--- config.mk ---
export PLATFORM = sky130hd
export DESIGN_NAME = model_stream_sequencer
export DESIGN_NICKNAME = d
export VERILOG_FILES = /design/src/rtl/render_pkg.sv /design/src/rtl/stream_hold_reg.sv /design/src/rtl/model_stream_sequencer.sv
export SDC_FILE = /design/constraint.sdc
export NUM_CORES = 1
export LEC_CHECK = 0
export CORE_MARGIN = 2
export CORE_UTILIZATION = 42
export CTS_CLUSTER_DIAMETER = 30
export DETAILED_ROUTE_END_ITERATION = 7
export MAX_ROUTING_LAYER = met4
export PLACE_DENSITY = 0.83
export SLEW_MARGIN = 20
export SYNTH_ARGS = -nofsm -noshare
export SYNTH_HDL_FRONTEND = slang
export SYNTH_SLANG_ARGS = --single-unit
--- constraint.sdc ---
create_clock -name clk -period 4.4 [get_ports clk]
set_clock_uncertainty 0.1 [all_clocks]
set_input_delay 0.88 -clock clk [delete_from_list [all_inputs] [get_ports clk]]
set_output_delay 0.88 -clock clk [all_outputs]
set_load 0.05 [all_outputs]
--- src/rtl/render_pkg.sv ---
// Shared types for the model stream sequencer: sequencer states and the
// vertex / triangle-index beat formats at their default widths.
package render_pkg;

  localparam int DEF_MODEL_INDEX_WIDTH = 4;
  localparam int DEF_INDEX_ADDR_WIDTH  = 15;
  localparam int DEF_COORDINATE_WIDTH  = 24;

  typedef logic signed [DEF_COORDINATE_WIDTH-1:0] coord_t;
  typedef coord_t [2:0]                           vertex_t;
  typedef logic [2:0][DEF_INDEX_ADDR_WIDTH-1:0]   tri_idx_t;

  typedef enum logic [3:0] {
    S_IDLE,
    S_LOAD,
    S_WAIT_HDR,
    S_V_REQ,
    S_V_WAIT,
    S_V_OUT,
    S_V_ACK,
    S_I_REQ,
    S_I_WAIT,
    S_I_OUT,
    S_I_ACK,
    S_NEXT,
    S_DONE
  } seq_state_t;

endpackage

--- src/rtl/stream_hold_reg.sv ---
// Capture/hold register for one output stream: loads a beat plus its last
// flag, presents it as valid, and holds it stable until the consumer accepts.
module stream_hold_reg #(
  parameter int WIDTH = 8
) (
  input  logic             clk,
  input  logic             reset,
  input  logic             clear,
  input  logic             load,
  input  logic [WIDTH-1:0] load_data,
  input  logic             load_last,
  input  logic             ready,
  output logic [WIDTH-1:0] data,
  output logic             last,
  output logic             valid
);

  // Beat register: load wins over accept; clear drops an in-flight beat.
  always_ff @(posedge clk) begin
    // NOTE: state registers use non-blocking assignments so every flop samples
    // pre-edge values regardless of statement order.
    if (reset) begin
      data  <= '0;
      last  <= 1'b0;
      valid <= 1'b0;
    end else if (clear) begin
      valid <= 1'b0;
    end else if (load) begin
      data  <= load_data;
      last  <= load_last;
      valid <= 1'b1;
    end else if (valid && ready) begin
      valid <= 1'b0;
    end
  end

endmodule

--- src/rtl/model_stream_sequencer.sv ---
// Frame-level controller for the model ROM reader: walks a range of models,
// re-arming the reader per model, and drains each model's vertex stream then
// its face-index stream onto two valid/ready output ports.
module model_stream_sequencer
  import render_pkg::*;
#(
  parameter int MODEL_INDEX_WIDTH = DEF_MODEL_INDEX_WIDTH,
  parameter int INDEX_ADDR_WIDTH  = DEF_INDEX_ADDR_WIDTH,
  parameter int COORDINATE_WIDTH  = DEF_COORDINATE_WIDTH
) (
  input  logic                                  clk,
  input  logic                                  reset,
  input  logic                                  start,
  input  logic                                  abort,
  input  logic [MODEL_INDEX_WIDTH-1:0]          first_model,
  input  logic [MODEL_INDEX_WIDTH:0]            model_count,
  output logic                                  busy,
  output logic                                  done,
  output logic                                  mr_reset,
  output logic [MODEL_INDEX_WIDTH-1:0]          mr_model_index,
  input  logic                                  mr_ready,
  output logic                                  mr_vertex_rd,
  output logic                                  mr_index_rd,
  input  logic [2:0][COORDINATE_WIDTH-1:0]      mr_vertex,
  input  logic                                  mr_vertex_dv,
  input  logic                                  mr_vertex_last,
  input  logic [2:0][INDEX_ADDR_WIDTH-1:0]      mr_index,
  input  logic                                  mr_index_dv,
  input  logic                                  mr_index_last,
  output logic [2:0][COORDINATE_WIDTH-1:0]      vtx_data,
  output logic                                  vtx_valid,
  input  logic                                  vtx_ready,
  output logic                                  vtx_last,
  output logic [2:0][INDEX_ADDR_WIDTH-1:0]      idx_data,
  output logic                                  idx_valid,
  input  logic                                  idx_ready,
  output logic                                  idx_last,
  output logic [MODEL_INDEX_WIDTH-1:0]          cur_model
);

  localparam logic [MODEL_INDEX_WIDTH:0]   REMAIN_ONE = (MODEL_INDEX_WIDTH+1)'(1);
  localparam logic [MODEL_INDEX_WIDTH-1:0] MODEL_ONE  = MODEL_INDEX_WIDTH'(1);

  seq_state_t                   state, state_nxt;
  logic [MODEL_INDEX_WIDTH-1:0] cur_model_q;
  logic [MODEL_INDEX_WIDTH:0]   remaining_q;
  logic                         abort_q;
  logic                         vtx_load, idx_load;
  logic                         walk_accept;

  // A walk with at least one model starts only from IDLE and only without abort.
  assign walk_accept    = (state == S_IDLE) && start && !abort && (model_count != '0);

  assign busy           = (state != S_IDLE) && (state != S_DONE);
  assign done           = (state == S_DONE);
  assign mr_reset       = reset || (state == S_LOAD) || abort_q;
  assign mr_model_index = cur_model_q;
  assign cur_model      = cur_model_q;

  // State, model counter and abort-pulse registers.
  always_ff @(posedge clk) begin
    if (reset) begin
      state       <= S_IDLE;
      cur_model_q <= '0;
      remaining_q <= '0;
      abort_q     <= 1'b0;
    end else begin
      state   <= state_nxt;
      abort_q <= abort;
      if (walk_accept) begin
        cur_model_q <= first_model;
        remaining_q <= model_count;
      end else if (state == S_NEXT && !abort) begin
        cur_model_q <= cur_model_q + MODEL_ONE;  // wraps modulo 2^MIW
        remaining_q <= remaining_q - REMAIN_ONE;
      end
    end
  end

  // Next-state and reader strobes; abort overrides everything.
  always_comb begin
    // NOTE: every output of this block gets a default first, so no path can
    // leave one unassigned and infer a latch.
    state_nxt    = state;
    mr_vertex_rd = 1'b0;
    mr_index_rd  = 1'b0;
    vtx_load     = 1'b0;
    idx_load     = 1'b0;
    case (state)
      S_IDLE:     if (start) state_nxt = (model_count != '0) ? S_LOAD : S_DONE;
      S_LOAD:     state_nxt = S_WAIT_HDR;
      S_WAIT_HDR: if (mr_ready) state_nxt = S_V_REQ;
      S_V_REQ: begin
        mr_vertex_rd = 1'b1;
        state_nxt    = S_V_WAIT;
      end
      S_V_WAIT: if (mr_vertex_dv) begin
        vtx_load  = 1'b1;
        state_nxt = S_V_OUT;
      end
      S_V_OUT:    if (vtx_valid && vtx_ready) state_nxt = S_V_ACK;
      S_V_ACK: begin
        mr_vertex_rd = 1'b1;
        state_nxt    = vtx_last ? S_I_REQ : S_V_REQ;
      end
      S_I_REQ: begin
        mr_index_rd = 1'b1;
        state_nxt   = S_I_WAIT;
      end
      S_I_WAIT: if (mr_index_dv) begin
        idx_load  = 1'b1;
        state_nxt = S_I_OUT;
      end
      S_I_OUT:    if (idx_valid && idx_ready) state_nxt = S_I_ACK;
      S_I_ACK: begin
        mr_index_rd = 1'b1;
        state_nxt   = idx_last ? S_NEXT : S_I_REQ;
      end
      S_NEXT:     state_nxt = (remaining_q == REMAIN_ONE) ? S_DONE : S_LOAD;
      S_DONE:     state_nxt = S_IDLE;
      default:    state_nxt = S_IDLE;
    endcase
    if (abort) begin
      state_nxt    = S_IDLE;
      mr_vertex_rd = 1'b0;
      mr_index_rd  = 1'b0;
      vtx_load     = 1'b0;
      idx_load     = 1'b0;
    end
  end

  stream_hold_reg #(.WIDTH(3*COORDINATE_WIDTH)) u_vtx_hold (
    .clk       (clk),
    .reset     (reset),
    .clear     (abort),
    .load      (vtx_load),
    .load_data (mr_vertex),
    .load_last (mr_vertex_last),
    .ready     (vtx_ready),
    .data      (vtx_data),
    .last      (vtx_last),
    .valid     (vtx_valid)
  );

  stream_hold_reg #(.WIDTH(3*INDEX_ADDR_WIDTH)) u_idx_hold (
    .clk       (clk),
    .reset     (reset),
    .clear     (abort),
    .load      (idx_load),
    .load_data (mr_index),
    .load_last (mr_index_last),
    .ready     (idx_ready),
    .data      (idx_data),
    .last      (idx_last),
    .valid     (idx_valid)
  );

endmodule

==> Yosys cells after proc, flatten, opt, wreduce, memory -nomap -nowiden <==
Cells that the tools add are included.
W data, S select, Z words.
{ "word_totals": {"word_cells": 84, "inputBits": 137, "out_inout_bits": 134, "register_bits": 135} }
{ "op_classes": {"reduce_logical": 22, "bitwise": 1, "muxes": 29, "n_addsub": 2, "n_eq_ne": 20} }
{ "op_table": {"columns": ["cell", "n"], "rows": [
  ["$pmux W4 S12", 1],
  ["$mux W4", 11],
  ["$eq A4 B4 Y1 const B", 5],
  ["$eq A4 B3 Y1 const B", 4],
  ["$mux W1", 14],
  ["$ne A2 B2 Y1 const B", 6],
  ["$mux W5", 2],
  ["$eq A4 B2 Y1 const B", 2],
  ["$logic_and A1 B1 Y1", 7],
  ["$reduce_and A6 Y1", 1],
  ["$reduce_bool A2 Y1", 3],
  ["$reduce_or A2 Y1", 3],
  ["$eq A5 B1 Y1 const B", 1],
  ["$reduce_bool A5 Y1", 1],
  ["$sub A5 B1 Y5 const B", 1],
  ["$add A4 B1 Y4 const B", 1],
  ["$eq A4 B1 Y1 const B", 1],
  ["$logic_not A4 Y1", 1],
  ["$ne A4 B4 Y1 const B", 1],
  ["$reduce_and A2 Y1", 2],
  ["$reduce_bool A4 Y1", 1],
  ["$mux W3", 1],
  ["$logic_or A1 B1 Y1", 2],
  ["$logic_not A1 Y1", 1],
  ["$not A1 Y1", 1]
]} }

==> Depth between registers and ports, before layout <==
{ "depth": {"ltp_word": 5, "ltp_mapped": 8, "ltp_nobuf": 7} }

==> By module <==
Synthesis repeated with hierarchy kept, for this count alone.
{ "unflattened": {"hier_cells": 689, "hier_area_um2": 7228.2} }
{ "by_module_without_submodules": {"columns": ["module", "seq_area_each_um2", "instances", "cells_each", "area_per_inst_um2"], "rows": [
  ["stream_hold_reg (u_vtx_hold)", 1481.4, 1, 337, 3766.1],
  ["stream_hold_reg (u_idx_hold)", 940.9, 1, 214, 2362.3],
  ["model_stream_sequencer", 280.3, 1, 138, 1099.8]
]} }

==> Worst setup path after synthesis <==
OpenSTA, ideal clock, no wires.
{ "synth_path": {"path_type": "input-to-output", "from": "input port abort", "to": "output port mr_vertex_rd", "t_arrival_ns": 2.113, "path_slack_ns": 1.307, "path_stages": 2, "n_path_buf": 0, "required_ns": 3.420, "cell_sequence": "nand2b_1 -> nor3_1"} }
{ "synth_via": {"elab_chain_cells": 1} }
{ "synth_lines": {"columns": ["element", "line_no", "rtl"], "rows": [
  ["start, declared", "model_stream_sequencer.sv:14", "input logic abort,"],
  ["$mux W1", "model_stream_sequencer.sv:123", "if (abort) begin"],
  ["end, declared", "model_stream_sequencer.sv:22", "output logic mr_vertex_rd,"]
]} }
No other way between the ends.

==> Worst setup path after layout <==
Ends and elaborated chain as after synthesis.

==> results.yml <==
floorplanning:
  core_sq_um: 12000
  die_x_microns: 115
  dieArea_sq_um: 13100
  die_y_microns: 115
  row_count: 40
  start_util: 0.429
  ios: 271
global_routing:
  grt_overflow: 0
  grt_pass1_vias: 5115
  grt_pass1_wl_microns: 24900
  grt_util_all_layers: 0.252
  grt_max_degree: 90
  antenna_found_initial: 1
route:
  wl_per_cell_microns: 15.0
  drt-initial-drc-count: 403
  route.vias.total: 5342
  drt_wl_total_microns: 16000
  first_pass_iters: 5
  antenna_left: 0
  drc_errors: 0
  via_per_inst: 5.02
sta:
  finalHoldViolations: 0
  rsz0062_at_grt: "no"
  worst_pin_slew_ps: 938
  period_needed_ps: 3650
  setup_violations: 0
  tns_ps: 0
  period_share: 0.830
  max_clock_freq_ghz: 0.274
  slew_viol_final: 0
  whs_ps: 350
  maxSlewHeadroom: 0.374
layout:
  drive_gt1_frac: 0.0458
  synthToLayoutAreaGrowth_pct: 63.5
  instances_no_fill: 1065
  nets: 1048
clock_tree:
  tritoncts: "done"
  cts_made_buffers: 17
  cts_hold_buf: 0
  clockRootBuffer: "clkbuf_16"
  h-tree-depth: 4
  cts_resized: 0
  cts_max_path_buffers: 2
  postCtsSetupBuffers: 0
  path_clk_slew_ps: 50
  cts_sinks: 135
  clk_latency_ps: 410
critical_path:
  cp-start-kind: "primary input"
  slowest_stage: "clkdlybuf4s50_1"
  crit_type: "primary input to primary output"
  crit_family: "buffers and inverters"
  cpMostUsedCell: "clkdlybuf4s50_1"
  critical-path-max-stage-delay_ps: 820
  required_ps: 3420
  critPathArrivalTime_ps: 2670
  critPathBufInv: 2
  end_kind: "primary output"
  crit_chain: "clkdlybuf4s50_1, nand2b_1, nor3_1, clkdlybuf4s50_1"
  path_max_fanout: 8
yosys:
  synth_top_cells_by_area: "dfxtp_1, nand2_1, a21oi_1"
  yosys_warnings: 0
  synth_edf_count: 0
  yosysMostFrequentCell: "nand2_1"
  ys_types: 40
  synth_ff_type: "dfxtp_1"
  syn_area_per_cell_sq_um: 7.74
  synth_top_area_cell: "dfxtp_1"
  synth_top_area_share: 0.527
  netlist_instances: 663
  synth_area_sq_um: 5130
  synthArstFlopShare: 0
  synth_seq_cells: 135
  synth_nets: 803
  synth_common_cells: "nand2_1, dfxtp_1, a21oi_1"
  ys_seq_area_frac: 0.527
power_and_ir_drop:
  leakage_uw: 0.00284
  power_density_nw_per_um2: 338
  vdd_ir_drop_max_uv: 221
placement:
  dp_hpwl_microns: 11100
  placed_cells: 1036
  port_buffers: 270
  gp_congestion: 0.847
run_status:
  status: "complete, no violations"
flow_run:
  drv_cap: 0
hold_path:
  hold_path_class: "flop to flop"
-- cells by family after synthesis --
group,count (synthesis),share of synthesized area
AND/OR/NAND/NOR,306,0.242
AO/OA/AOI/OAI,155,0.165
flip-flops,135,0.527
buffers and inverters,59,0.0505
XOR/XNOR,4,0.00683
adder cells (fa/ha/maj),3,0.00731
multiplexers,1,0.00195
-- flip-flops by register name, summed over array words and instances, names as in the netlist --
signal	flops
u_vtx_hold.last	1
u_vtx_hold.data	72
u_vtx_hold.valid	1
cur_model	4
u_idx_hold.valid	1
state	4
u_idx_hold.data	45
u_idx_hold.last	1
abort_q	1
remaining_q	5
-- worst reg2reg max path, stage by stage, from the launching register on --
cell	delay (ps)
dfxtp_1	520
nor2b_1	490
and3_2	630
buf_4	350
nand2_1	110
a21oi_1	150
-- metal layers --
layer / vias to the layer above / track usage / share of wire / wire (microns)
met5: - / - / 0 / 0
met4: 0 / 0.128 / 0.035 / 558
met3: 41 / 0.0799 / 0.083 / 1330
met2: 238 / 0.400 / 0.47 / 7560
met1: 2399 / 0.286 / 0.41 / 6560
li1: 2664 / - / - / -
-- through the flow --
stage	total power (uW)	utilization	cell area (sq um)	worst slack (ps)
global route	2940	0.701	8390	691
CTS	2860	0.701	8390	749
global placement	1570	0.657	7860	751
floorplan	1410	-	5130	1310
finish	2840	0.701	8390	750
detailed placement	1570	0.657	7860	752
-- where the power goes --
part           internal (uW)  switching [uW]
Clock                    804             486
Sequential              1240            15.3
Combinational            157             139
Total                   2200             640
-- path summary, 6_finish.rpt --
path / start / to / slack, ps / cells after the start
worst max-delay path: abort / mr_vertex_rd / 750 / 4
worst min-delay path: u_idx_hold.data[29] / u_idx_hold.data[29] / 350 / 2
worst max register to register: state[2] / u_vtx_hold.data[14] / 1960 / 5
worst min register to register: u_idx_hold.data[29] / u_idx_hold.data[29] / 350 / 2
-- cell type report --
| cell class | instances | area [sq um] |
|---|---|---|
| Antenna cell | 1 | 2.50 |
| Clock buffer | 23 | 478 |
| Clock inverter | 5 | 50.0 |
| Fill cell | 932 | 3570 |
| Inverter | 9 | 33.8 |
| Multi-Input combinational cell | 469 | 2180 |
| Sequential cell | 135 | 2700 |
| Tap cell | 147 | 184 |
| Timing Repair Buffer | 276 | 2760 |
-- layout by cell type (no fill, tap or decap), types with 2 or more instances in the layout --
cell type / count
nand2b_1: 2
nand3_2: 2
nor2_1: 17
clkinv_2: 4
nand3_1: 3
o21ai_0: 3
and2_1: 2
clkdlybuf4s50_1: 269
nand2_1: 256
a32oi_1: 3
nor3_2: 2
ha_1: 3
nor2b_1: 4
or3_1: 3
dfxtp_1: 135
buf_4: 6
o32ai_1: 2
inv_1: 9
nor3_1: 5
a311oi_1: 3
clkbuf_1: 3
xnor2_1: 3
a21oi_1: 132
a22oi_1: 3
a211oi_1: 3
clkbuf_8: 3
clkbuf_16: 17
Note: power is estimated with default switching activity, not from simulation.
